--- config.mk ---
export PLATFORM = sky130hd
export DESIGN_NAME = regfile_wb_arbiter
export DESIGN_NICKNAME = d
export VERILOG_FILES = /design/src/rtl/regfile_wb_arbiter.sv
export SDC_FILE = /design/constraint.sdc
export NUM_CORES = 1
export LEC_CHECK = 0
export BUFFER_PORTS_ARGS = -buffer_cell sky130_fd_sc_hd__clkbuf_2
export CAP_MARGIN = 20
export CELL_PAD_IN_SITES_DETAIL_PLACEMENT = 2
export CELL_PAD_IN_SITES_GLOBAL_PLACEMENT = 2
export CORE_ASPECT_RATIO = 0.7
export CORE_MARGIN = 8
export CORE_UTILIZATION = 25
export CTS_BUF_LIST = sky130_fd_sc_hd__clkbuf_4
export DETAILED_ROUTE_END_ITERATION = 10
export PLACE_DENSITY_LB_ADDON = 0.1
export SLEW_MARGIN = 20
export SYNTH_ARGS = -nofsm -noshare
export SYNTH_HDL_FRONTEND = slang
export SYNTH_SLANG_ARGS = --single-unit
--- constraint.sdc ---
create_clock -name clk -period 1.7 [get_ports clk]
set_input_delay 0.085 -clock clk [delete_from_list [all_inputs] [get_ports clk]]
set_output_delay 0.085 -clock clk [all_outputs]
set_load 0.02 [all_outputs]
--- src/rtl/regfile_wb_arbiter.sv ---
// regfile_wb_arbiter
//   Shares the single write port of the register bank between two writeback
//   requesters (req0 = ALU, req1 = load) with strict round-robin alternation.
//   Writes to register 0 are accepted and silently dropped. A pending-write
//   scoreboard marks registers whose producer has issued but not yet written.
//
// Ports
//   clk, rst                 rising-edge clock, async active-low reset
//   reqN_valid/ptr/data      writeback request from requester N
//   reqN_ready               request accepted this cycle (combinational)
//   set_valid/set_ptr        issue stage marks a destination pending
//   wr_en/ptr_wr/data_wr     registered bank write port (latency 1 from grant)
//   pending[N]               registered scoreboard, bit 0 always 0
module regfile_wb_arbiter #(
  parameter int N    = 32,
  parameter int Bits = 64,
  localparam int PW  = $clog2(N)
) (
  input  logic            clk,
  input  logic            rst,
  input  logic            req0_valid,
  input  logic [PW-1:0]   req0_ptr,
  input  logic [Bits-1:0] req0_data,
  output logic            req0_ready,
  input  logic            req1_valid,
  input  logic [PW-1:0]   req1_ptr,
  input  logic [Bits-1:0] req1_data,
  output logic            req1_ready,
  input  logic            set_valid,
  input  logic [PW-1:0]   set_ptr,
  output logic            wr_en,
  output logic [PW-1:0]   ptr_wr,
  output logic [Bits-1:0] data_wr,
  output logic [N-1:0]    pending
);

  typedef struct packed {
    logic [PW-1:0]   ptr;
    logic [Bits-1:0] data;
  } wb_req_t;

  logic    prio;       // 0: req0 wins contention, 1: req1 wins
  logic    real0, real1, zero0, zero1;
  logic    gnt0, gnt1, gnt_any;
  wb_req_t gnt_req;

  // Zero-pointer requests are acknowledged but never reach the bank, so they
  // take no part in arbitration and do not disturb prio.
  assign zero0 = req0_valid && (req0_ptr == '0);
  assign zero1 = req1_valid && (req1_ptr == '0);
  assign real0 = req0_valid && (req0_ptr != '0);
  assign real1 = req1_valid && (req1_ptr != '0);

  assign gnt0    = real0 && (!real1 || !prio);
  assign gnt1    = real1 && (!real0 ||  prio);
  assign gnt_any = gnt0 || gnt1;

  // Nothing is accepted while reset is asserted; requesters re-present after.
  assign req0_ready = rst && (zero0 || gnt0);
  assign req1_ready = rst && (zero1 || gnt1);

  always_comb begin
    gnt_req = '{ptr: req1_ptr, data: req1_data};
    if (gnt0) gnt_req = '{ptr: req0_ptr, data: req0_data};
  end

  // Write stage and round-robin pointer. ptr_wr/data_wr hold when idle.
  always_ff @(posedge clk or negedge rst) begin
    if (!rst) begin
      wr_en   <= 1'b0;
      ptr_wr  <= '0;
      data_wr <= '0;
      prio    <= 1'b0;
    end else begin
      wr_en <= gnt_any;
      if (gnt_any) begin
        ptr_wr  <= gnt_req.ptr;
        data_wr <= gnt_req.data;
        prio    <= gnt0;          // favour the requester that just lost
      end
    end
  end

  // Scoreboard: one flop per architectural register except r0. The clear is
  // taken at grant time so the bit falls in the same cycle wr_en rises; a
  // simultaneous set (new producer) overrides the clear.
  logic [N-1:1] pend_q;

  for (genvar gi = 1; gi < N; gi++) begin : g_sb
    logic set_hit, clr_hit;
    assign set_hit = set_valid && (set_ptr == PW'(gi));
    assign clr_hit = gnt_any && (gnt_req.ptr == PW'(gi));

    always_ff @(posedge clk or negedge rst) begin
      if (!rst)         pend_q[gi] <= 1'b0;
      else if (set_hit) pend_q[gi] <= 1'b1;
      else if (clr_hit) pend_q[gi] <= 1'b0;
    end
  end

  assign pending = {pend_q, 1'b0};

endmodule

==> impl_metrics.yaml, run 1 <==
logic_synthesis:
  synth_area_sq_um: 5180
  syn_inst: 511
  synth_edf_count: 0
  synth_top_family_by_area: "compound AO/OA/AOI/OAI gates"
  synth-simple-area-share: 0.194
  yosys_most_used_dff: "dfrtp_1"
  yosysSeqAreaShare: 0.493
  synthAdderAreaFrac: 0
  yosys-top-cells-count: "102 x dfrtp_1, 65 x and3_1, 64 x a221o_1"
  synthTopCellsByArea: "dfrtp_1 49%, a221o_1 12%, and3_1 7.8%"
  synth_most_common_cell: "dfrtp_1"
  yosysWarnings: 0
  syn_area_per_cell_sq_um: 10.1
  synth_xor_area_frac: 0
  synthesis.nets: 659
  synth_area_leader_cell: "dfrtp_1"
  synth.top_cell.area_share: 0.493
  synth_compound_area_frac: 0.270
  synth_cell_types: 44
  synth_mux_area_frac: 0.00266
  async_reset_ff_frac: 1.00
  ys_seq_elements: 102
sta:
  tns_ns: 0
  setup_viol: 0
  grt_setup_unrepaired: "yes"
  hold_viol_final: 0
  min_period_over_period: 0.977
  clock_skew_ns: 0.0183
  max_freq_mhz: 602
  period_needed_ns: 1.66
  drv_slew: 0
clock_network:
  cts_buffer_depth: 2
  clkLatencyLatePin_ns: 0.49
  htreeDepth: 3
  clk_pin_slew_ns: 0.16
  clockRootBuffer: "clkbuf_4"
  numCtsBuffers: 9
  cts_tree: "built"
  clock-sinks: 102
global_routing:
  met3_usage: 0.0602
  grt_pass1_vias: 7295
  overflow: 0
  grt_antenna_before_repair: 4
  gr-max-usage-layer: "met2"
  grt_max_degree: 78
  grt_first_pass_wirelength_mm: 45.7
  use_met2: 0.374
  grt_use_met1: 0.287
  grt.total_usage: 0.229
finish:
  final_cells: 1186
  area_delta_synth_final_pct: 68.0
  final_layout_size_suffix_gt1_frac: 0.365
  fin_nets: 1048
worst_hold_path:
  hp-class: "in -> reg"
  min-delay-start: "set_ptr[3]"
detailed_routing:
  postRouteAntennaNets: 0
  first_pass_iters: 4
  route.vias.total: 6252
  drc_errors: 0
  via_per_inst: 5.27
  drtIter0Drc: 292
  wl_per_cell_microns: 25.1
  wl_mm: 29.8
placed_design:
  dp.final_hpwl_mm: 19.8
  placed_cells: 1031
  io_buffers: 250
  globalplace.congestion: 0.802
floorplan:
  ios: 252
  start_util: 0.252
  die_area_sq_um: 25700
  rows: 44
  die_w_microns: 188
  coreArea_sq_um: 20500
  dieHeight_microns: 136
worst_setup_path:
  critPathLaunchType: "flip-flop"
  r2r-start: "prio$_DFFE_PN0P_"
  cp-end-kind: "output pin"
  critPathMaxFanout: 3
  required_ns: 1.62
  crit_type: "reg -> out"
  cp.arrival_ns: 1.58
  crit_start: "prio$_DFFE_PN0P_"
pwr:
  p_per_area_nw_per_um2: 771
  peakVddDrop_uv: 303
  leakage_nw: 4.03
job:
  cap_violations: 0
status:
  outcome: "finished, final reports clean"
-- state kept, by name (all words and copies together), names as in the netlist --
register / count
data_wr: 64
pending: 31
ptr_wr: 5
prio: 1
wr_en: 1
-- per-layer routing --
metal / part of all wire / up-vias
met4: 0.030 / 0
met1: 0.44 / 3164
met2: 0.47 / 245
met5: 0 / -
met3: 0.061 / 53
li1: - / 2790
-- final timing paths --
| kind | endpoint | slack [ns] | depth (start not counted) |
|---|---|---|---|
| max in group asynchronous | pending[12]$_DFFE_PN0P_ | 1.11 | 3 |
| min in group asynchronous | pending[5]$_DFFE_PN0P_ | 0.21 | 3 |
| worst max register to register | pending[24]$_DFFE_PN0P_ | 0.10 | 6 |
| worst max-delay path | req0_ready | 0.04 | 5 |
| worst min-delay path | pending[29]$_DFFE_PN0P_ | 0.06 | 3 |
| worst min register to register | pending[29]$_DFFE_PN0P_ | 0.57 | 2 |
-- worst max-delay path: stages, from the launching register on --
cell and delay [ns]:
dfrtp_1 0.41, and2_4 0.17, o21a_4 0.15, o21ai_2 0.05, and3_1 0.17, clkbuf_8 0.16
-- timing repair --
action                     in CTS  in global routing
hold endpoints to repair      169                  0
resized for setup              14                 10
buffers inserted                2                  1
hold buffers                  132                  0
setup endpoints to repair       4                 15
pin swaps                       3                  0
-- layout by cell type (no fill, tap or decap), types with 17 or more instances in the layout --
master	instances
a221o_1	64
and3_1	65
buf_4	27
clkbuf_2	247
dfrtp_1	102
dlygate4sd3_1	132
nand2_1	24
nand3_1	17
nor2_1	24
o21ai_0	41
o21ai_1	25
-- power breakdown --
part           internal, mW  leakage [nW]  total [mW]  switching (mW)
sequential             2.69          1.14        2.87           0.181
combinational          1.00          2.82        2.29            1.29
clock                 0.598        0.0791        1.55           0.952
total                  4.29          4.03        6.71            2.42
-- cells by family after synthesis --
logic type,after synthesis
buffers and inverters,48
AO/OA/AOI/OAI,182
AND/OR/NAND/NOR,177
flip-flops,102
other,1
multiplexers,1
-- stage by stage --
| step | power [mW] | util | hold WS (ns) | setup slack [ns] | cell area (sq um) |
|---|---|---|---|---|---|
| CTS | 6.73 | 0.420 | 0.00643 | -0.0268 | 8630 |
| detailed placement | 4.86 | 0.345 | 0.216 | -0.259 | 7090 |
| global placement | 4.78 | 0.345 | 0.206 | -0.248 | 7090 |
| finish | 6.71 | 0.424 | 0.0591 | 0.0384 | 8700 |
| floorplan | 3.89 | - | -0.211 | -0.0147 | 5260 |
| global route | 7.04 | 0.424 | 0.0240 | -0.0475 | 8700 |
-- area by class of cell --
type                            instances  area (sq um)
Timing Repair Buffer                  424          3090
Multi-Input combinational cell        361          2530
Sequential cell                       102          2550
Fill cell                            2198         11800
Clock inverter                          6          92.6
Antenna cell                            6          15.0
Tap cell                              276           345
Inverter                                2          7.51
Clock buffer                            9          67.6
(Power assumes the default switching activity.)
==> run 2, diff against run 1 <==
--- a/config.mk
+++ b/config.mk
@@ -15,7 +15,8 @@
 export CTS_BUF_LIST = sky130_fd_sc_hd__clkbuf_4
 export DETAILED_ROUTE_END_ITERATION = 10
 export PLACE_DENSITY_LB_ADDON = 0.1
-export SLEW_MARGIN = 20
+export RECOVER_POWER = 100
+export SLEW_MARGIN = 10
 export SYNTH_ARGS = -nofsm -noshare
 export SYNTH_HDL_FRONTEND = slang
 export SYNTH_SLANG_ARGS = --single-unit
==> run 2 against run 1 <==
Sequential share of layout area grew 0.54 points. Clock-buffer cell count unchanged. Combinational power shrank 3%. Via count is 0.43% lower. Core utilization down 0.77 points. Sequential power about the same. Largest power group unchanged.
==> impl_metrics.yaml, run 2 (same netlist as run 1, synthesis figures left out) <==
detailed_routing:
  drc_errors: 0
  via_per_inst: 5.25
  drtIter0Drc: 271
  route.vias.total: 6225
  postRouteAntennaNets: 0
  first_pass_iters: 4
  wl_per_cell_microns: 25.1
  wl_mm: 29.8
global_routing:
  grt_first_pass_wirelength_mm: 45.7
  grt_antenna_before_repair: 4
  grt_max_degree: 78
  overflow: 0
  grt.total_usage: 0.229
  grt_pass1_vias: 7295
pwr:
  peakVddDrop_uv: 302
  p_per_area_nw_per_um2: 776
  p_sw_frac: 0.365
  power_mw: 6.63
  leakage_nw: 3.73
  comb_power_share: 0.333
  clkPwrFrac: 0.234
  p_switching_mw: 2.42
  p_int_mw: 4.21
  sequentialPowerShare: 0.432
sta:
  clock_skew_ns: 0.0145
  drv_slew: 0
  fin_ws_ns: 0.0343
  hold_viol_final: 0
  setup_viol: 0
  min_period_over_period: 0.980
  max_freq_mhz: 600
  grt_setup_unrepaired: "yes"
  period_needed_ns: 1.67
  tns_ns: 0
placed_design:
  place_ws_ns: -0.259
  dpl_cell_area_sq_um: 7090
  io_buffers: 250
  dp.final_hpwl_mm: 19.8
  globalplace.congestion: 0.802
floorplan:
  dieHeight_microns: 136
  coreArea_sq_um: 20500
  rows: 44
  start_util: 0.252
  ios: 252
  die_w_microns: 188
  die_area_sq_um: 25700
finish:
  final_common_cell: "clkbuf_2"
  largest_reg_flops: 64
  fin_nets: 1048
  area_delta_synth_final_pct: 64.9
  final_layout_size_suffix_gt1_frac: 0.252
  nFillCells: 2255
  final_cell_area_sq_um: 8540
  largest_register: "data_wr"
  final_cell_mix: "147 x clkbuf_2, 132 x dlygate4sd3_1, 102 x dfrtp_1, 102 x clkbuf_1, 65 x and3_1"
worst_setup_path:
  critPathLaunchType: "flip-flop"
  crit_start: "prio$_DFFE_PN0P_"
  cpPeakStageDelay_ns: 0.41
  crit_type: "reg -> out"
  critPathMaxFanout: 3
  cp.arrival_ns: 1.58
  cp_slowest_cell: "dfrtp_1"
  cp-end-kind: "output pin"
  cp_cell_sequence: "and2_4 > o21a_4 > o21ai_2 > and3_1 > clkbuf_8"
  reg2reg_slack_ns: 0.07
  critPathBufInv: 1
  required_ns: 1.62
  r2r-start: "prio$_DFFE_PN0P_"
  crit_family: "flip-flops"
clock_network:
  clkLatencyLatePin_ns: 0.49
  clock-sinks: 102
  cts_buffer_depth: 2
  clk_pin_slew_ns: 0.16
  htreeDepth: 3
  cts_tree: "built"
  clockRootBuffer: "clkbuf_4"
  numCtsBuffers: 9
status:
  outcome: "finished, final reports clean"
job:
  cap_violations: 0
worst_hold_path:
  hp-class: "in -> reg"
  min-delay-start: "set_ptr[3]"
## run 2: worst register-to-register path: cells and delay by family (launching register included)
kind | cells | cell delay [ns]
AND/OR/NAND/NOR | 1 | 0.17
AO/OA/AOI/OAI | 2 | 0.30
flip-flops | 1 | 0.41
multiplexers | 1 | 0.33
buffers and inverters | 2 | 0.39
## run 2: worst paths after layout
check,to,cells past startpoint
min in group asynchronous,data_wr[55]$_DFFE_PN0P_,3
min,pending[29]$_DFFE_PN0P_,3
max reg2reg,data_wr[45]$_DFFE_PN0P_,6
max,req0_ready,5
min reg2reg,pending[29]$_DFFE_PN0P_,2
max in group asynchronous,pending[12]$_DFFE_PN0P_,3
## run 2: final cells by class
type                            count  area (sq um)  area share
Antenna cell                        6          15.0     0.00176
Clock buffer                        9          67.6     0.00791
Clock inverter                      6          92.6      0.0108
Inverter                            2          7.51    0.000879
Multi-Input combinational cell    361          2520       0.295
Sequential cell                   102          2550       0.299
Tap cell                          276           345      0.0404
Timing Repair Buffer              424          2940       0.344
## run 2: power by group through the flow
stage          Combinational, mW  Clock [mW]  Sequential (mW)
2_1_floorplan              0.709           0             3.18
3_3_place_gp                1.90           0             2.89
3_5_place_dp                1.95           0             2.90
4_1_cts                     2.24        1.63             2.86
5_1_grt                     2.37        1.68             2.90
6_report                    2.21        1.55             2.87
## run 2: per-stage QoR
| stage | cells | util | hold slack, ns |
|---|---|---|---|
| 2_1_floorplan | 511 | - | -0.211 |
| 3_3_place_gp | 1031 | 0.345 | 0.206 |
| 4_1_cts | 1179 | 0.420 | 0.00643 |
| 5_1_grt | 1184 | 0.416 | 0.0240 |
| 6_report | 1186 | 0.416 | 0.0643 |
| 3_5_place_dp | 1031 | 0.345 | 0.216 |
## run 2: what timing repair did
item | CTS | global route
pin swaps | 3 | 0
hold buffers | 132 | 0
resized for setup | 14 | 10
setup endpoints to repair | 4 | 15
hold endpoints to repair | 169 | 0
setup buffers | 2 | 1
## run 2: routing by layer
| layer | wire length [microns] | track usage |
|---|---|---|
| met5 | 0 | 0 |
| met3 | 1930 | 0.0602 |
| met4 | 903 | 0.0868 |
| met2 | 14100 | 0.374 |
| met1 | 12900 | 0.287 |
